**src/rtl/sync_fifo_stream_reader_if.sv**
```systemverilog
// FIFO read-port and valid/ready stream bundle for sync_fifo_stream_reader.
// master = the reader (pops the FIFO, drives the stream); slave = FIFO plus consumer.
interface sync_fifo_stream_reader_if #(
    parameter int DATA_WIDTH = 32
);
    logic                  fifo_empty_i;
    logic [DATA_WIDTH-1:0] fifo_rd_data_i;
    logic                  fifo_read_o;
    logic                  m_valid_o;
    logic [DATA_WIDTH-1:0] m_data_o;
    logic                  m_ready_i;

    modport master (
        input  fifo_empty_i,
        input  fifo_rd_data_i,
        input  m_ready_i,
        output fifo_read_o,
        output m_valid_o,
        output m_data_o
    );

    modport slave (
        output fifo_empty_i,
        output fifo_rd_data_i,
        output m_ready_i,
        input  fifo_read_o,
        input  m_valid_o,
        input  m_data_o
    );
endinterface

```
**src/rtl/sync_fifo_stream_reader.sv**
```systemverilog
// Drains a synchronous FIFO read port into a valid/ready stream through a small
// skid buffer that hides the FIFO read latency (0 cycles FWFT, 1 cycle standard).
module sync_fifo_stream_reader #(
    parameter int DATA_WIDTH = 32,
    parameter bit FWFT       = 1'b1
) (
    input  logic                      clk_i,
    input  logic                      rst_n_i,
    input  logic                      flush_i,
    output logic [1:0]                buf_count_o,
    sync_fifo_stream_reader_if.master bus
);
    localparam logic [1:0] BUF_DEPTH = FWFT ? 2'd2 : 2'd3;

    logic [DATA_WIDTH-1:0] mem_q [3];
    logic [DATA_WIDTH-1:0] mem_d [3];
    logic [1:0]            head_q, head_d;
    logic [1:0]            tail_q, tail_d;
    logic [1:0]            occ_q,  occ_d;
    logic                  pend_q, pend_d;
    logic                  rd_issue;
    logic                  cap;
    logic                  pop;

    function automatic logic [1:0] ptr_inc(input logic [1:0] p);
        return (p == BUF_DEPTH - 2'd1) ? 2'd0 : p + 2'd1;
    endfunction

    // Read issue depends only on registered state and the FIFO flag, so m_ready_i
    // never reaches fifo_read_o; an in-flight word reserves its slot via pend.
    always_comb begin
        rd_issue = rst_n_i && !bus.fifo_empty_i && !flush_i &&
                   (({1'b0, occ_q} + {2'b00, pend_q}) < {1'b0, BUF_DEPTH});
        cap      = FWFT ? rd_issue : pend_q;
        pop      = (occ_q != 2'd0) && bus.m_ready_i;
    end

    always_comb begin
        mem_d  = mem_q;
        head_d = head_q;
        tail_d = tail_q;
        occ_d  = occ_q;
        pend_d = FWFT ? 1'b0 : rd_issue;
        if (flush_i) begin
            head_d = '0;
            tail_d = '0;
            occ_d  = '0;
            pend_d = 1'b0;
        end else begin
            if (cap) begin
                mem_d[tail_q] = bus.fifo_rd_data_i;
                tail_d        = ptr_inc(tail_q);
            end
            if (pop) begin
                head_d = ptr_inc(head_q);
            end
            occ_d = occ_q + {1'b0, cap} - {1'b0, pop};
        end
    end

    always_ff @(posedge clk_i or negedge rst_n_i) begin
        if (!rst_n_i) begin
            mem_q  <= '{default: '0};
            head_q <= '0;
            tail_q <= '0;
            occ_q  <= '0;
            pend_q <= 1'b0;
        end else begin
            mem_q  <= mem_d;
            head_q <= head_d;
            tail_q <= tail_d;
            occ_q  <= occ_d;
            pend_q <= pend_d;
        end
    end

    assign bus.fifo_read_o = rd_issue;
    assign bus.m_valid_o   = (occ_q != 2'd0);
    assign bus.m_data_o    = mem_q[head_q];
    assign buf_count_o     = occ_q;
endmodule

```
**src/flat_wrapper.sv**
```systemverilog
// flat-port wrapper written by rule: the top's interface ports become plain ports
module sync_fifo_stream_reader_flat 
#(
    parameter int DATA_WIDTH = 32,
    parameter bit FWFT       = 1'b1
)
  (clk_i, rst_n_i, flush_i, buf_count_o, bus_fifo_empty_i, bus_fifo_rd_data_i, bus_m_ready_i, bus_fifo_read_o, bus_m_valid_o, bus_m_data_o);
  sync_fifo_stream_reader_if #(.DATA_WIDTH(DATA_WIDTH)) bus_i ();
  input  logic clk_i;
  input  logic rst_n_i;
  input  logic flush_i;
  output logic [1:0] buf_count_o;
  input wire logic [$bits(bus_i.fifo_empty_i)-1:0] bus_fifo_empty_i;
  input wire logic [$bits(bus_i.fifo_rd_data_i)-1:0] bus_fifo_rd_data_i;
  input wire logic [$bits(bus_i.m_ready_i)-1:0] bus_m_ready_i;
  output wire logic [$bits(bus_i.fifo_read_o)-1:0] bus_fifo_read_o;
  output wire logic [$bits(bus_i.m_valid_o)-1:0] bus_m_valid_o;
  output wire logic [$bits(bus_i.m_data_o)-1:0] bus_m_data_o;
  assign bus_i.fifo_empty_i = bus_fifo_empty_i;
  assign bus_i.fifo_rd_data_i = bus_fifo_rd_data_i;
  assign bus_i.m_ready_i = bus_m_ready_i;
  assign bus_fifo_read_o = bus_i.fifo_read_o;
  assign bus_m_valid_o = bus_i.m_valid_o;
  assign bus_m_data_o = bus_i.m_data_o;
  sync_fifo_stream_reader #(.DATA_WIDTH(DATA_WIDTH), .FWFT(FWFT)) u_core (.clk_i(clk_i), .rst_n_i(rst_n_i), .flush_i(flush_i), .buf_count_o(buf_count_o), .bus(bus_i));
endmodule
```
**config.mk**
```make
export PLATFORM = sky130hd
export DESIGN_NAME = sync_fifo_stream_reader_flat
export DESIGN_NICKNAME = d
export VERILOG_FILES = /design/src/rtl/sync_fifo_stream_reader_if.sv /design/src/rtl/sync_fifo_stream_reader.sv /design/src/flat_wrapper.sv
export SDC_FILE = /design/constraint.sdc
export NUM_CORES = 1
export LEC_CHECK = 0
export ABC_AREA = 1
export CORE_MARGIN = 1
export CORE_UTILIZATION = 45
export CTS_BUF_LIST = sky130_fd_sc_hd__clkbuf_4
export DETAILED_ROUTE_END_ITERATION = 10
export PLACE_DENSITY_LB_ADDON = 0.08
export SLEW_MARGIN = 20
export SYNTH_ARGS = -nofsm -noshare
export SYNTH_HDL_FRONTEND = slang
export SYNTH_SLANG_ARGS = --single-unit
```
**constraint.sdc**
```tcl
create_clock -name clk_i -period 1.5 [get_ports clk_i]
set_input_delay 0.45 -clock clk_i [delete_from_list [all_inputs] [get_ports clk_i]]
set_output_delay 0.45 -clock clk_i [all_outputs]
set_load 0.05 [all_outputs]
```
* Word-level counts from Yosys, hierarchy flattened
Cells that the tools add are included.
** Cells by class
- Equal/unequal tests :: 2
- Multiplexer cells :: 13
- Magnitude comparators :: 4
- Reduce and logical (&&, ||, !) cells :: 11
- Add/subtract/negate cells :: 4
- Bitwise operators :: 3
** Operators by type and width (count)
- $bwmux 96 :: 1
- $mux 32 :: 3
- $bmux 32 s2 :: 1
- $demux 32 s2 :: 1
- $mux 2 :: 7
- $ge 3x3->1 const B :: 2
- $not 2->3 :: 2
- $reduce_bool 2->1 :: 3
- $logic_and 1x1->1 :: 5
- $add 2x1->2 const B :: 2
- $eq 2x1->1 const B :: 2
- $lt 3x1->1 const B :: 1
- $add 2x1->2 :: 1
- $logic_not 1->1 :: 2
- $lt 2x2->1 const B :: 1
- $reduce_and 2->1 :: 1
- $sub 2x1->2 :: 1
- $not 1->1 :: 1
** Word-level totals
- Input bits :: 37
- Logic and storage cells :: 43
- Output and inout port bits :: 36
- Register bits :: 102

* Logic depth before layout (Yosys ltp)
Gate-level depths: netlist (run 1).
- Depth after elaboration :: 7
- Depth in mapped cells :: 9
- Mapped depth without buffers :: 9

* Worst setup path before layout (run 1)
No wires, ideal clock.
- Path kind :: reg-to-output
- Start :: register u_core.head_q[1]
- End :: output bus_m_data_o[0]
- Path buffers :: 1
- Data required time :: 1.050 ns
- Arrival time :: 1.880 ns
- Cell stages (with the launch flop) :: 5
- Path slack :: -0.830 ns
- Path through :: dfrtp_1 -> inv_1 -> clkbuf_1 -> o21ai_0 -> o21ai_0
** Between the ends
- Cells in the longest elaborated chain, start to end :: 4
** Ends and longest elaborated chain
- start, declared :: RTL line sync_fifo_stream_reader.sv:17 : logic [1:0] head_q, head_d;
- start signal, assigned :: RTL line sync_fifo_stream_reader.sv:64 : head_q <= '0;
- start signal, assigned :: RTL line sync_fifo_stream_reader.sv:70 : head_q <= head_d;
- $not 2->3 (implied by the code) :: RTL line sync_fifo_stream_reader.sv:79 : assign bus.m_data_o = mem_q[head_q];
- $bmux 32 s2 :: RTL line sync_fifo_stream_reader.sv:79
- $mux 32 (implied by the code) (2 in a row) :: RTL line sync_fifo_stream_reader.sv:79
- end, declared :: RTL line flat_wrapper.sv:18 : output wire logic [$bits(bus_i.m_data_o)-1:0] bus_m_data_o;
Every way passes these cells. The select of a mux whose other input is x is not followed.

* Worst setup path in the final report (run 1)
- Start :: register u_core.head_q[0]
- End :: output bus_m_data_o[20]
The elaborated chain is that of the path after synthesis.

==> impl_metrics.toml, run 1 <==
[cells_and_area]
drive_gt1_frac = 0.307
diodes = 0
final_cell_mix = "223 x nand2_1, 102 x nand3_1, 99 x dfrtp_1"
utilization = 0.717
areaGrowthSynthToFinish_pct = 53.2
nNetsFinal = 756
final_common_cell = "nand2_1"

[sta]
slew-limit-headroom = 0.698
fin_ws_ns = -0.655
setup_viol = 38
fin_crit_sh = 1.44
finClkSkew_ns = 0.0177
rsz0062_at_grt = "true"
drv_slew = 0
hold_violations = 0
fin_crit_ns = 2.15
fin_tns_setup_ns = -20.81
clock.fmax_mhz = 464
tightestPinTransition_ns = 0.454

[outcome]
violations = "setup timing"
outcome = "finished, violations left"

[global_route]
grt_pass1_wl_mm = 23.5
grt_overflow = 0
grt_use_total = 0.267
antenna_found_initial = 0
grt_max_degree = 69
grt_pass1_vias = 4669

[cts]
clock_sinks = 102
clkTransAtPathRegs_ns = 0.16
clock_latency_ns = 0.46
cts_tree = "done"
root_buffer = "clkbuf_4"
htreeDepth = 3
cts_buffer_depth = 2
cts_buffers = 9

[placement]
place.gp.congestion = 0.781
portBuffers = 72
dp_slack_ns = -0.453
dpl.hpwl_mm = 9.00

[drt]
drt-total-wl_mm = 13.9
wl_per_cell_um = 16.2
vias = 4583
drcViolationCount = 0
avgViaCountPerCell = 5.35
postRouteAntennaNets = 0
drt_iter0_drc = 320
dr.pass1.iters = 5

[floorplan]
ios = 73
die_y_um = 106
coreArea_um2 = 10400
die_x_um = 106
std_cell_rows = 37
dieArea_um2 = 11300
start_util = 0.468

[synth]
synthesis.area_um2 = 4870
netlist_instances = 607
postSynthAreaPerCell_um2 = 8.03
yosysSeqAreaShare = 0.524
synth.ff_latch_count = 102
syn_nets = 646
ys_types = 18
ys_warn_count = 0

[setup_path]
cp_data_arrival_time_ns = 1.70
reg2reg_to = "u_core.buf_count_o[1]$_DFF_PN0_"
end_kind = "output port"
worstSetupPathType = "reg -> out"
cp-start-kind = "register"
r2r_cells = 8
reg2reg_from = "u_core.buf_count_o[1]$_DFF_PN0_"
required_ns = 1.05
crit_fanout = 14
regToRegSetupSlack_ns = -0.04

[hold_path]
hold_path_class = "in -> async"

[power_and_ir_drop]
p_leak_uw = 0.00362
power_density_nw_per_um2 = 2060
peakVddDrop_mv = 1.36

[run]
cap_violations = 0
-- area by class of cell --
type,instances,area (µm²)
clock buffer,9,67.6
clock inverter,5,85.1
sequential,102,2560
timing repair buffer,139,1880
inverter,13,53.8
multi-input combinational,452,2660
fill,821,2950
tap,136,170
-- worst max-delay path: stages (launching register included) --
cell and delay, ns:
dfrtp_2 0.52, inv_4 0.13, buf_12 0.16, nor2_1 0.08
o21ai_4 0.19, buf_12 0.16
-- how the worst max path moves through the flow --
stage	from	end	slack [ns]	depth (start not counted)
floorplan	u_core.buf_count_o[1]$_DFF_PN0_	u_core.buf_count_o[0]$_DFF_PN0_	-0.11	7
global placement	bus_fifo_empty_i	u_core.buf_count_o[0]$_DFF_PN0_	-0.41	8
detailed placement	flush_i	u_core.buf_count_o[0]$_DFF_PN0_	-0.45	8
CTS	u_core.head_q[1]$_DFFE_PN0P_	bus_m_data_o[7]	-0.65	6
global route	u_core.head_q[0]$_DFFE_PN0P_	bus_m_data_o[4]	-0.71	5
finish	u_core.head_q[0]$_DFFE_PN0P_	bus_m_data_o[20]	-0.65	5
-- registers in the layout (all words and copies together), names as in the netlist --
signal,count
u_core.buf_count_o,2
u_core.tail_q,2
u_core.mem_q,96
u_core.head_q,2
-- synthesized netlist by cell type --
master    count  area [µm²]
buf_2        19        95.1
clkbuf_1      6        22.5
dfrtp_1     102        2550
o21ai_1      13        65.1
ha_1          2        25.0
nand2_1     235         882
buf_6        12         135
nand3_4       3        52.6
nor2_1       37         139
nor2_4        3        33.8
nor2_2        3        18.8
a21oi_1       1        5.00
nand3_1     103         515
o21ai_0      51         255
buf_4         3        22.5
inv_1        10        37.5
inv_2         3        11.3
nand2_2       1        6.26
-- per-layer routing --
metal	wire, µm	up-vias	GRT usage
met3	597	11	0.0282
li1	-	2183	-
met4	129	0	0.0923
met2	7130	132	0.452
met5	0	-	0
met1	5990	2257	0.356
-- stage by stage --
step           hold slack (ns)  std cells  area, µm²  total power [µW]
6_report                0.0396        856       7470             15400
4_1_cts                 0.0253        852       7400             15300
2_1_floorplan            0.154        607       5470              9350
3_5_place_dp             0.386        830       6990             13400
5_1_grt                 0.0474        856       7470             16100
3_3_place_gp             0.385        830       6990             13300
-- cell families after synthesis --
family	Yosys count	synth area share
fa+ha+maj	2	0.00513
buf+inv	53	0.0665
flops	102	0.524
compound gates	65	0.0667
simple gates	385	0.338
-- power breakdown --
group	switching [µW]	internal [µW]	total [µW]
sequential	626	3550	4170
clock	954	668	1620
combinational	5050	4550	9600
total	6630	8760	15400
-- timing repair --
| action | CTS | global route |
|---|---|---|
| gates cloned | 1 | 0 |
| pin swaps | 33 | 10 |
| endpoints found under the hold margin | 3 | 0 |
| resized for setup | 45 | 16 |
| hold buffers | 1 | 0 |
| setup endpoints to repair | 36 | 38 |
| buffers inserted | 7 | 5 |
(Power assumes the default switching activity.)
==> run 2, diff against run 1 <==
--- a/config.mk
+++ b/config.mk
@@ -5,12 +5,12 @@
 export SDC_FILE = /design/constraint.sdc
 export NUM_CORES = 1
 export LEC_CHECK = 0
-export ABC_AREA = 1
 export CORE_MARGIN = 1
 export CORE_UTILIZATION = 45
 export CTS_BUF_LIST = sky130_fd_sc_hd__clkbuf_4
 export DETAILED_ROUTE_END_ITERATION = 10
-export PLACE_DENSITY_LB_ADDON = 0.08
+export DONT_BUFFER_PORTS = 1
+export PLACE_DENSITY_LB_ADDON = 0.3
 export SLEW_MARGIN = 20
 export SYNTH_ARGS = -nofsm -noshare
 export SYNTH_HDL_FRONTEND = slang
==> run 2 against run 1 <==
The flow finishes with violations (hold timing, setup timing). Final cell count shrank 38%. Hold slack lost 0.35 ns. Critical endpoint is now bus_fifo_read_o. Sequential power grew 2%. Largest cell class unchanged. Via count shrank 37%. Highest routed layer unchanged. First-iteration DRC count shrank 83%.
==> impl_metrics.toml, run 2 <==
[drt]
drt_iter0_drc = 53
wl_met2_mm = 5.63
drt-total-wl_mm = 11.0
dr.pass1.iters = 4
avgViaCountPerCell = 5.44
routed.top_layer = "met4"
vias = 2899
drcViolationCount = 0
met1_length_mm = 4.81
routed-wl-met3_um = 450
postRouteAntennaNets = 0
wl_per_cell_um = 20.6

[floorplan]
std_cell_rows = 36
dieArea_um2 = 10800
ios = 73
coreArea_um2 = 9910
die_x_um = 104
die_y_um = 104
start_util = 0.470

[synth]
synth_xor_area_frac = 0.00564
synthMuxAreaShare = 0.325
synthArstFlopShare = 1.00
yosysTopAreaCellShare = 0.548
synth.ff_latch_count = 102
synthesis.area_um2 = 4660
yosysMostFrequentCell = "dfrtp_1"
postSynthAreaPerCell_um2 = 13.7
ys_types = 25
synth-edff-count = 0
ys_warn_count = 0
synth_top_family_by_area = "multiplexers"
netlist_instances = 340
yosysSeqAreaShare = 0.548
dominantRegCellSynth = "dfrtp_1"
yosys.area.top_type = "dfrtp_1"
syn_nets = 379
yosys-top-cells-area = "dfrtp_1 55%, mux2_2 16%, mux2_4 9.7%, mux2i_1 6.9%, o21ai_0 3.5%"
synth-adder-area-share = 0.00537
ys_top_cells_by_count = "102 x dfrtp_1, 66 x mux2_2, 33 x o21ai_0"
synth_compound_area_frac = 0.0392
synthSimpleGateAreaFrac = 0.0427

[cts]
clock_latency_ns = 0.43
cts_tree = "done"
clkTransAtPathRegs_ns = 0.16
root_buffer = "clkbuf_4"
clock_sinks = 102
cts_buffers = 9
htreeDepth = 3
cts_buffer_depth = 2

[setup_path]
path_cells = "or4b_4 -> buf_6 -> clkinvlp_4 -> buf_8"
cpPeakStageDelay_ns = 0.53
cp-start-kind = "register"
required_ns = 1.05
reg2reg_from = "u_core.buf_count_o[1]$_DFF_PN0_"
worstSetupPathType = "reg -> out"
r2r_cells = 9
reg2reg_to = "u_core.mem_q[8]$_DFFE_PN0P_"
crit_slowest_cell = "or4b_4"
regToRegSetupSlack_ns = -0.68
crit_fanout = 2
end_kind = "output port"
cp_data_arrival_time_ns = 1.77

[global_route]
grt_use_total = 0.220
grt_max_degree = 104
grt_overflow = 0
grt_pass1_wl_mm = 18.1
grt_pass1_vias = 3250
antenna_found_initial = 0

[cells_and_area]
fin_cells = 533
nNetsFinal = 434
final_common_cell = "dfrtp_1"
largest-register = "u_core.mem_q"
drive_gt1_frac = 0.658
nFillCells = 696
largest_reg_flops = 96
final_cell_mix = "99 x dfrtp_1, 66 x mux2_2, 34 x buf_12"
regArea_um2 = 2560
utilization = 0.670
multi_input_area_um2 = 2600
areaGrowthSynthToFinish_pct = 42.5
diodes = 0

[placement]
portBuffers = 0
dpl.hpwl_mm = 6.32
placedCellCount = 497
place.gp.congestion = 0.677

[sta]
drv_slew = 0
fin_tns_setup_ns = -85.39
rsz0062_at_grt = "true"
slew-limit-headroom = 0.720
fin_crit_ns = 2.22
finClkSkew_ns = 0.0128
clock.fmax_mhz = 451
hold_violations = 102
fin_ws_ns = -0.716
fin_crit_sh = 1.48
whs_ns = -0.314
tightestPinTransition_ns = 0.419
setup_viol = 135

[outcome]
outcome = "finished, violations left"
violations = "hold timing, setup timing"

[power_and_ir_drop]
power.total_uw = 13800
power_density_nw_per_um2 = 2080
p_leak_uw = 0.00316
peakVddDrop_mv = 1.19

[hold_path]
hold_path_class = "in -> async"

[run]
cap_violations = 0
[run 2: how the worst max path moves through the flow]
stage                                   end  depth (start not counted)                             from
2_1_floorplan  u_core.mem_q[65]$_DFFE_PN0P_                          6  u_core.buf_count_o[1]$_DFF_PN0_
3_3_place_gp   u_core.mem_q[74]$_DFFE_PN0P_                          4                          flush_i
3_5_place_dp   u_core.mem_q[80]$_DFFE_PN0P_                          4                          flush_i
4_1_cts                    bus_m_data_o[16]                          6     u_core.head_q[1]$_DFFE_PN0P_
5_1_grt                     bus_fifo_read_o                          4  u_core.buf_count_o[1]$_DFF_PN0_
6_report                    bus_fifo_read_o                          4  u_core.buf_count_o[1]$_DFF_PN0_
[run 2: kinds of logic after synthesis]
group	after synthesis
buf+inv	25
simple gates	44
flops	102
fa+ha+maj	2
mux	128
xor+xnor	3
compound gates	36
[run 2: cell type report]
class,count,area share
clock buffers,9,0.0102
clock inverters,7,0.0143
inverters,2,0.00170
multi-input cells,213,0.392
flip-flops and latches,102,0.385
well taps,133,0.0251
repair buffers,67,0.172
[run 2: repair_timing]
action | CTS | global route
gates resized for setup | 57 | 5
setup buffers | 12 | 3
cloned | 8 | 0
endpoints found under the hold margin | 102 | 102
endpoints found under the setup margin | 135 | 136
pin swaps | 7 | 7
[run 2: worst max-delay path, delay by kind of cell, from the launching register on]
| kind | cells | cell delay, ns |
|---|---|---|
| buffers and inverters | 3 | 0.36 |
| AND/OR/NAND/NOR | 1 | 0.53 |
| flip-flops | 1 | 0.43 |
[run 2: layer usage]
| layer | vias to the layer above | GRT usage |
|---|---|---|
| li1 | 1304 | - |
| met1 | 1523 | 0.281 |
| met2 | 64 | 0.383 |
| met3 | 8 | 0.0472 |
| met4 | 0 | 0.0490 |
| met5 | - | 0 |
[run 2: power by group]
| part | switching, µW | internal (µW) |
|---|---|---|
| clock network | 944 | 688 |
| logic | 4040 | 3880 |
| registers | 666 | 3580 |
[run 2: per-stage QoR]
stage / setup slack, ns / instance area, µm² / hold slack, ns
floorplan: -0.668 / 5310 / 0.154
global placement: -0.603 / 5960 / 0.158
detailed placement: -0.632 / 5960 / 0.160
CTS: -0.703 / 6630 / -0.344
global route: -0.781 / 6640 / -0.370
finish: -0.716 / 6640 / -0.314
